`config.mk`:
```
export PLATFORM = sky130hd
export DESIGN_NAME = main_fsm_ws
export DESIGN_NICKNAME = d
export VERILOG_FILES = /design/src/rtl/main_fsm_ws.sv
export SDC_FILE = /design/constraint.sdc
export NUM_CORES = 1
export LEC_CHECK = 0
export BUFFER_PORTS_ARGS = -buffer_cell sky130_fd_sc_hd__buf_4
export CAP_MARGIN = 20
export CORE_AREA = 2 2 54 56
export CTS_BUF_LIST = sky130_fd_sc_hd__clkbuf_8
export CTS_CLUSTER_DIAMETER = 200
export DETAILED_ROUTE_END_ITERATION = 12
export DIE_AREA = 0 0 56 58
export PLACE_DENSITY_LB_ADDON = 0.15
export SYNTH_ARGS = -nofsm -noshare
export SYNTH_HDL_FRONTEND = slang
export SYNTH_SLANG_ARGS = --single-unit
```
`constraint.sdc`:
```
create_clock -name clk -period 2.3 [get_ports clk]
set_input_delay 0.115 -clock clk [delete_from_list [all_inputs] [get_ports clk]]
set_output_delay 0.115 -clock clk [all_outputs]
set_load 0.1 [all_outputs]
```
`src/rtl/main_fsm_ws.sv`:
```
// Multicycle control FSM with fixed-wait memory states and a retired-instruction counter.
// Define MEMREADY_EN to pace memory states with the MemReady handshake instead of WAIT_CYCLES.
module main_fsm_ws #(
    parameter int unsigned WAIT_CYCLES = 0,
    parameter int unsigned CNT_W       = 16
) (
    input  logic             clk,
    input  logic             reset,
    input  logic [1:0]       Op,
    input  logic [5:0]       Funct,
`ifdef MEMREADY_EN
    input  logic             MemReady,
`endif
    output logic             IRWrite,
    output logic             AdrSrc,
    output logic             NextPC,
    output logic             RegW,
    output logic             MemW,
    output logic             Branch,
    output logic             ALUOp,
    output logic [1:0]       ALUSrcA,
    output logic [1:0]       ALUSrcB,
    output logic [1:0]       ResultSrc,
    output logic [3:0]       State,
    output logic             Illegal,
    output logic [CNT_W-1:0] InstrCount
);

    typedef enum logic [3:0] {
        S_FETCH    = 4'd0,
        S_DECODE   = 4'd1,
        S_MEMADR   = 4'd2,
        S_MEMREAD  = 4'd3,
        S_MEMWB    = 4'd4,
        S_MEMWRITE = 4'd5,
        S_EXECUTER = 4'd6,
        S_EXECUTEI = 4'd7,
        S_ALUWB    = 4'd8,
        S_BRANCH   = 4'd9
    } state_t;

    state_t           r_state;
    state_t           w_next;
    logic             w_mem_done;
    logic             w_retire;
    logic [CNT_W-1:0] r_count;

`ifdef MEMREADY_EN
    assign w_mem_done = MemReady;
`else
    logic [3:0] r_wait;
    logic       w_mem_state;

    assign w_mem_state = (r_state == S_FETCH) || (r_state == S_MEMREAD) ||
                         (r_state == S_MEMWRITE);
    assign w_mem_done  = (r_wait == '0);

    // Counter sits at the reload value outside memory states, so every entry starts a full wait.
    always_ff @(posedge clk or posedge reset) begin
        if (reset) begin
            r_wait <= 4'(WAIT_CYCLES);
        end else if (w_mem_state && !w_mem_done) begin
            r_wait <= r_wait - 4'd1;
        end else begin
            r_wait <= 4'(WAIT_CYCLES);
        end
    end
`endif

    always_ff @(posedge clk or posedge reset) begin
        if (reset) begin
            r_state <= S_FETCH;
        end else begin
            r_state <= w_next;
        end
    end

    always_ff @(posedge clk or posedge reset) begin
        if (reset) begin
            r_count <= '0;
        end else if (w_retire) begin
            r_count <= r_count + CNT_W'(1);
        end
    end

    always_comb begin
        w_next    = S_FETCH;
        w_retire  = 1'b0;
        IRWrite   = 1'b0;
        AdrSrc    = 1'b0;
        NextPC    = 1'b0;
        RegW      = 1'b0;
        MemW      = 1'b0;
        Branch    = 1'b0;
        ALUOp     = 1'b0;
        ALUSrcA   = 2'b00;
        ALUSrcB   = 2'b00;
        ResultSrc = 2'b00;
        Illegal   = 1'b0;
        case (r_state)
            S_FETCH: begin
                ALUSrcA   = 2'b01;
                ALUSrcB   = 2'b10;
                ResultSrc = 2'b10;
                IRWrite   = w_mem_done;
                NextPC    = w_mem_done;
                w_next    = w_mem_done ? S_DECODE : S_FETCH;
            end
            S_DECODE: begin
                ALUSrcA   = 2'b01;
                ALUSrcB   = 2'b10;
                ResultSrc = 2'b10;
                case (Op)
                    2'b00:   w_next = Funct[5] ? S_EXECUTEI : S_EXECUTER;
                    2'b01:   w_next = S_MEMADR;
                    2'b10:   w_next = S_BRANCH;
                    default: begin
                        w_next  = S_FETCH;
                        Illegal = 1'b1;
                    end
                endcase
            end
            S_MEMADR: begin
                ALUSrcB = 2'b01;
                w_next  = Funct[0] ? S_MEMREAD : S_MEMWRITE;
            end
            S_MEMREAD: begin
                AdrSrc = 1'b1;
                w_next = w_mem_done ? S_MEMWB : S_MEMREAD;
            end
            S_MEMWB: begin
                ResultSrc = 2'b01;
                RegW      = 1'b1;
                w_retire  = 1'b1;
                w_next    = S_FETCH;
            end
            S_MEMWRITE: begin
                AdrSrc   = 1'b1;
                MemW     = w_mem_done;
                w_retire = w_mem_done;
                w_next   = w_mem_done ? S_FETCH : S_MEMWRITE;
            end
            S_EXECUTER: begin
                ALUOp  = 1'b1;
                w_next = S_ALUWB;
            end
            S_EXECUTEI: begin
                ALUSrcB = 2'b01;
                ALUOp   = 1'b1;
                w_next  = S_ALUWB;
            end
            S_ALUWB: begin
                RegW     = 1'b1;
                w_retire = 1'b1;
                w_next   = S_FETCH;
            end
            S_BRANCH: begin
                ALUSrcA   = 2'b10;
                ALUSrcB   = 2'b01;
                ResultSrc = 2'b10;
                Branch    = 1'b1;
                w_retire  = 1'b1;
                w_next    = S_FETCH;
            end
            default: w_next = S_FETCH;
        endcase
    end

    assign State      = r_state;
    assign InstrCount = r_count;

endmodule

```
Yosys cells after proc, flatten, opt, wreduce, memory -nomap -nowiden
Cells that the tools add are included.
- multiplexer cells: 20
- add/subtract/negate cells: 2
- equality and inequality tests: 11
- reductions and logical operators: 15
- operators by type and width (operator ; number):
    4-bit case mux with 6 select lines ; 1
    16-bit by 1-bit adder with 16-bit output, second input constant ; 1
    4-bit by 3-bit == test with 1-bit output, second input constant ; 4
    2-bit case mux with 2 select lines ; 3
    4-bit case mux with 3 select lines ; 1
    3-bit OR reduction ; 4
    1-bit two-way mux ; 10
    3-bit two-way mux ; 3
    4-bit by 2-bit == test with 1-bit output, second input constant ; 2
    4-bit == test, second input constant ; 2
    4-bit zero test ; 2
    2-bit OR reduction ; 4
    4-bit by 1-bit == test with 1-bit output, second input constant ; 1
    4-bit two-way mux ; 1
    4-bit by 1-bit subtractor with 4-bit output, second input constant ; 1
    2-bit by 1-bit == test with 1-bit output, second input constant ; 1
    2-bit == test, second input constant ; 1
    2-bit zero test ; 1
    1-bit logical OR ; 2
    1-bit case mux with 2 select lines ; 1
    1-bit logical AND ; 1
    1-bit zero test ; 1
- output and inout port bits: 34
- input bits: 10
- register bits after elaboration: 24
- logic and storage cells: 51

Longest topological paths before layout
Gate-level depths: netlist of the first run.
- depth in word-level cells: 5
- depth in mapped cells: 7
- depth with buffers taken out: 6

Worst setup path before layout of the first run
OpenSTA, ideal clock, no wires.
- path kind: reg2out
- start point: register r_state[3] (netlist: State[3])
- end point: output port NextPC
- required time: 2185 ps
- stages on the path, launching flop included: 6
- setup slack: -2847 ps
- arrival: 5032 ps
- cell sequence: dfrtp_1 -> clkbuf_1 -> or2_2 -> clkbuf_1 -> nor4_1 -> buf_4
- word-level cells in the longest chain between the ends: 2
- RTL lines (item ; line ; RTL):
    start: declaration ; 42 ; state_t r_state;
    start signal: assignment ; 74 ; r_state <= w_next;
    4-bit zero test ; n/a ;
    1-bit two-way mux ; n/a ;
    end: declaration ; 16 ; output logic NextPC,
No other way between the ends.

Worst setup path in the final report of the first run
- start point: register r_wait[0]
- end point: output port MemW
- word-level cells in the longest chain between the ends: 2
- RTL lines (item ; line ; RTL):
    start: declaration ; 51 ; logic [3:0] r_wait;
    start signal: assignment ; 61 ; r_wait <= 4'(WAIT_CYCLES);
    start signal: assignment ; 63 ; r_wait <= r_wait - 4'd1;
    start signal: assignment ; 65 ; r_wait <= 4'(WAIT_CYCLES);
    4-bit zero test ; 56 ; assign w_mem_done = (r_wait == '0);
    1-bit two-way mux ; 100 ; case (r_state)
    end: declaration ; 18 ; output logic MemW,
No other way between the ends.

==> flow_summary.toml, run 1 <==
[status]
status = "complete, no violations"

[detailed_routing]
postRouteAntennaNets = 0
routed_wl_um = 2968
routed-wl-met2_um = 1482
vias = 1201
viasPerCell = 5.560
firstDrtPassIters = 4
drt-initial-drc-count = 36
wire_per_inst_um = 13.74
m1WireLength_um = 1272
route.detailed.drc = 0
top_layer_used = "met4"
dr_wl_met3_um = 172

[clock_network]
worstSkewPairLatency_ns = 0.27
path_clk_slew_ns = 0.08
cts_sinks = 24
cts_tree = "done"
cts_max_path_buffers = 2
root_buffer = "clkbuf_8"
h-tree-depth = 1
cts-buffers-inserted = 3
postCtsSetupBuffers = 0

[synthesis]
syn_inst = 147
syn_avg_cell_area_sq_um = 9.031
netlist.area_leader.share_pct = 45.24
syn-cell-area_sq_mm = 0.001328
syn_nets = 159
synth_edf_count = 0
synth_commonest_cells = "24 x dfrtp_1, 15 x nor2_1, 13 x xnor2_1"
ys_types = 32
ys.flop_type = "dfrtp_1"
synth_largest_area_cell = "dfrtp_1"
async_reset_ff_share_pct = 100.0
yosysWarnings = 0
synth_area_leaders = "dfrtp_1 45%, xnor2_1 8.6%, nor2_1 4.2%"
ys_seq_elements = 24
yosysSeqAreaShare_pct = 45.24
synth_most_common_cell = "dfrtp_1"

[global_route]
grt_first_pass_wirelength_um = 5043
first_global_vias = 1106
antenna_found_initial = 0
grt_max_degree = 24
gr-usage-all-layers_pct = 19.62
grt_overflow = 0

[worst_setup_path]
critPathArrivalTime_ns = 2.00
cp-start-kind = "flop"
cp_max_fo = 7
required_ns = 2.18
endpoint_kind = "output pin"
crit_type = "reg -> out"
rr_worst_depth = 6

[sta]
fmax_ghz = 0.4728
setup_viol = 0
max_slew_margin_pct = 61.24
worstMarginPinSlew_ns = 0.5801
finalClockSkew_ns = 0.003677
setup_tns_ns = 0
final.period_utilization_pct = 91.96
period_minus_slack_ns = 2.115
final_max_slew_viol_count = 0
hold_viol = 0
rsz0062_at_grt = "no"

[floorplanning]
die_y_um = 58
row_count = 19
pin_count = 44
die_w_um = 56
initial_core_util_pct = 49.86
coreArea_sq_mm = 0.002663
die_area_sq_mm = 0.003248

[placement]
routabilityCongestion = 0.8140
place_hpwl_um = 2253
io_buffers = 39

[layout]
area_growth_pct = 35.63
finalNetCount = 198
fin_util_pct = 67.62
nFillCells = 223
antenna_cells = 0
final_layout_size_suffix_gt1_share_pct = 32.97

[hold_path]
hold_depth = 3
hp-class = "in -> reg"

[flow_run]
drv_cap = 0
## layout by cell type (no fill, tap or decap)
cell type / Yosys / layout
a211o_1: 1 / 1
nor3_1: 11 / 6
inv_1: 5 / 5
dfrtp_1: 24 / 20
nor4_1: 4 / 3
nand3b_1: 1 / 1
dfrtp_2: 0 / 2
or3_1: 2 / 2
nand3_1: 7 / 7
nor2_4: 0 / 2
ha_1: 2 / 2
a21oi_1: 6 / 6
a31oi_1: 3 / 3
bufinv_16: 0 / 1
dfrtp_4: 0 / 2
nor4_4: 0 / 1
or2_4: 0 / 1
a311oi_1: 2 / 2
nor3b_1: 2 / 2
nand2_1: 9 / 9
nand4b_1: 2 / 2
o21ai_0: 6 / 5
nand2b_1: 4 / 4
a311o_1: 1 / 1
o21ai_2: 0 / 1
nor3_4: 0 / 1
or3b_1: 1 / 1
nand4_1: 6 / 6
and3_1: 2 / 2
a21boi_1: 0 / 1
nor3_2: 0 / 4
dlygate4sd3_1: 0 / 1
buf_4: 2 / 43
xor2_1: 4 / 4
clkbuf_8: 0 / 3
nor2_1: 15 / 13
or4_1: 1 / 1
and4_1: 1 / 1
xnor2_1: 13 / 13
## critical path, stage by stage (launching register included)
cell and delay [ns]:
dfrtp_1 0.40, inv_1 0.06, ha_1 0.21, or3b_1 0.39
buf_4 0.19, nor3_4 0.17, buf_4 0.31
## kinds of logic after synthesis
logic type	Yosys count	share of synthesized area, %
and+or+nand+nor	69	27.43
DFF	24	45.24
AOI/OAI and AO/OA	20	9.238
xor gates and xnor gates	17	11.22
buffers and inverters	15	4.995
adders and majority gates	2	1.885
## per-layer routing
| metal | vias to the layer above | global-route usage (%) |
|---|---|---|
| met5 | - | 0 |
| met4 | 0 | 7.483 |
| met3 | 5 | 3.348 |
| met2 | 38 | 35.13 |
| met1 | 558 | 23.74 |
| li1 | 600 | - |
## per-stage QoR
step,std cells,hold WS [ns],area (sq um),setup slack [ns]
2_1_floorplan,147,0.1295,1435,-0.4453
3_3_place_gp,211,0.1315,1719,0.2548
3_5_place_dp,211,0.1376,1719,0.2052
4_1_cts,216,0.1347,1800,0.1768
5_1_grt,216,0.1480,1800,0.006131
6_report,216,0.1353,1800,0.1849
## final timing paths
kind / end / slack (ns) / startpoint
setup reg to reg: InstrCount[14] / 0.18 / r_wait[0]
max in group asynchronous: InstrCount[10] / 1.38 / reset
setup / recovery: MemW / 0.18 / r_wait[0]
hold / removal: State[3] / 0.14 / Op[0]
hold reg to reg: r_wait[0] / 0.47 / r_wait[0]
min in group asynchronous: InstrCount[1] / 0.39 / reset
## flip-flops by register name, summed over array words and instances (netlist names)
| signal | flops |
|---|---|
| InstrCount | 16 |
| State | 4 |
| r_wait | 4 |
## cell type report
| cell class | instances | area (sq um) | share of cell area (%) |
|---|---|---|---|
| repair buffers | 44 | 332.8 | 18.49 |
| flip-flops and latches | 24 | 610.6 | 33.91 |
| inverters | 5 | 18.77 | 1.042 |
| multi-input cells | 108 | 728.2 | 40.44 |
| well taps | 31 | 38.79 | 2.154 |
| clock inverters | 1 | 30.03 | 1.668 |
| clock buffers | 3 | 41.29 | 2.293 |
## timing repair
action	4_1_cts	5_1_grt
gates resized for setup	0	0
endpoints found under the hold margin	10	0
hold buffers	1	0
Power of run 1 is left out: the tool's default activity adds up to more than one toggle a clock period on the data nets, which glitch-free logic cannot reach.
==> run 2, diff against run 1 <==
--- a/config.mk
+++ b/config.mk
@@ -5,13 +5,14 @@
 export SDC_FILE = /design/constraint.sdc
 export NUM_CORES = 1
 export LEC_CHECK = 0
+export ABC_AREA = 1
 export BUFFER_PORTS_ARGS = -buffer_cell sky130_fd_sc_hd__buf_4
 export CAP_MARGIN = 20
-export CORE_AREA = 2 2 54 56
+export CORE_AREA = 2 2 71 73
 export CTS_BUF_LIST = sky130_fd_sc_hd__clkbuf_8
 export CTS_CLUSTER_DIAMETER = 200
 export DETAILED_ROUTE_END_ITERATION = 12
-export DIE_AREA = 0 0 56 58
+export DIE_AREA = 0 0 73 75
 export PLACE_DENSITY_LB_ADDON = 0.15
 export SYNTH_ARGS = -nofsm -noshare
 export SYNTH_HDL_FRONTEND = slang
==> flow_summary.toml, run 2 <==
[status]
status = "complete, no violations"

[floorplanning]
coreArea_sq_mm = 0.004661
die_w_um = 73
initial_core_util_pct = 34.39
die_area_sq_mm = 0.005475
row_count = 25
die_y_um = 75
pin_count = 44

[synthesis]
ys_types = 27
synth_area_leaders = "dfrtp_1 37%, nand2_1 14%, inv_1 7.5%"
async_reset_ff_share_pct = 100.0
synth_largest_area_cell = "dfrtp_1"
synth_most_common_cell = "nand2_1"
ys.flop_type = "dfrtp_1"
netlist.area_leader.share_pct = 37.47
yosysSeqAreaShare_pct = 37.47
syn_inst = 215
synth_commonest_cells = "59 x nand2_1, 32 x inv_1, 28 x nor2_1"
syn_nets = 227
synth_edf_count = 0
syn-cell-area_sq_mm = 0.001603
ys_seq_elements = 24
syn_avg_cell_area_sq_um = 7.455
yosysWarnings = 0

[global_route]
grt_first_pass_wirelength_um = 6506
first_global_vias = 1420
gr-usage-all-layers_pct = 15.52
grt_max_degree = 27
antenna_found_initial = 0
grt_overflow = 0

[worst_setup_path]
endpoint_kind = "output pin"
cp-start-kind = "flop"
critPathArrivalTime_ns = 1.84
required_ns = 2.18
cp_max_fo = 9
rrSetupSlack_ns = 0.53
crit_type = "reg -> out"

[sta]
hold_viol = 0
final.period_utilization_pct = 85.07
finalClockSkew_ns = 0.008279
max_slew_margin_pct = 63.50
worstMarginPinSlew_ns = 0.5469
fmax_ghz = 0.5111
setup_tns_ns = 0
period_minus_slack_ns = 1.957
setup_viol = 0
final_max_slew_viol_count = 0
rsz0062_at_grt = "no"

[layout]
area_growth_pct = 26.07
final_cell_mix = "59 x nand2_1, 40 x buf_4, 31 x inv_1, 26 x nor2_1, 20 x dfrtp_1"
finalNetCount = 268
regArea_sq_um = 608.1
final_common_cell = "nand2_1"
multi_input_area_sq_um = 865.8
nFillCells = 499
largest_register_ffs = 16
final_layout_size_suffix_gt1_share_pct = 30.71
antenna_cells = 0

[detailed_routing]
wire_per_inst_um = 12.10
postRouteAntennaNets = 0
viasPerCell = 4.740
firstDrtPassIters = 4
drt-initial-drc-count = 65
routed_wl_um = 3728
vias = 1460
route.detailed.drc = 0

[hold_path]
hp-class = "in -> reg"

[placement]
io_buffers = 39
routabilityCongestion = 0.7503
place_hpwl_um = 2892

[flow_run]
drv_cap = 0

[clock_network]
root_buffer = "clkbuf_8"
cts_max_path_buffers = 2
path_clk_slew_ns = 0.08
cts_resized = 0
worstSkewPairLatency_ns = 0.27
cts_tree = "done"
h-tree-depth = 1
cts-buffers-inserted = 3
cts_sinks = 24
## run 2: cell types whose count changed in the layout (fill, tap and decap cells not counted), sizes merged, moves of 4 or more
cell    previous run  this run
nor2              15        30
nand4              6        11
inv                5        32
a21oi              6         1
nand3              7        11
xor2               4         9
nor3              11         3
nand2b             4         0
nor4               4         0
xnor2             13         0
nand2              9        68
o21ai              6        13
## run 2: path summary, 6_finish.rpt
check,startpoint,to,cells past startpoint
min reg2reg,r_wait[0],r_wait[0],1
max,State[1],ALUSrcB[0],7
min in group asynchronous,reset,State[2],3
max reg2reg,r_wait[0],InstrCount[7],8
max in group asynchronous,reset,InstrCount[5],4
min,Op[1],State[1],2
## run 2: cell type report
class,instances,share of cell area [%]
inverter,33,6.316
sequential,24,30.09
tap,54,3.344
timing repair buffer,41,15.36
clock buffer,3,2.043
multi-input combinational,153,42.85
## run 2: logic make-up after synthesis
family | share of synthesized area (%)
buffers and inverters | 11.24
DFF | 37.47
and+or+nand+nor | 35.75
xor gates and xnor gates | 4.918
AOI/OAI and AO/OA | 9.056
adders and majority gates | 1.561
## run 2: repair_timing
item	in CTS	in global routing
buffers inserted	0	0
hold endpoints to repair	12	0
hold buffers	1	0
## run 2: critical path, stage by stage, from the launching register on
cell,delay (ns)
dfrtp_4,0.50
inv_2,0.09
nand2_2,0.09
inv_1,0.08
nand2_4,0.14
clkinvlp_4,0.14
a211o_4,0.31
buf_4,0.23
## run 2: stage by stage
stage	utilization, %	setup slack (ns)	std cells	cell area (sq um)	hold WS [ns]
global route	43.36	0.2370	308	2021	0.09100
finish	43.36	0.3433	308	2021	0.09607
CTS	43.36	0.3155	308	2021	0.09019
global placement	42.25	0.5387	304	1969	0.2167
detailed placement	42.25	0.5453	304	1969	0.2178
floorplan	-	0.007004	215	1658	0.1294
## run 2: routing by layer
layer / global-route usage [%] / share of wire [%] / wire (um) / vias to the layer above
li1: - / - / - / 756
met1: 19.38 / 46 / 1712 / 668
met2: 27.43 / 50 / 1851 / 34
met3: 2.142 / 3.5 / 130 / 2
met4: 5.556 / 0.91 / 34 / 0
met5: 0 / 0 / 0 / -
Power of run 2 is left out for the same reason.
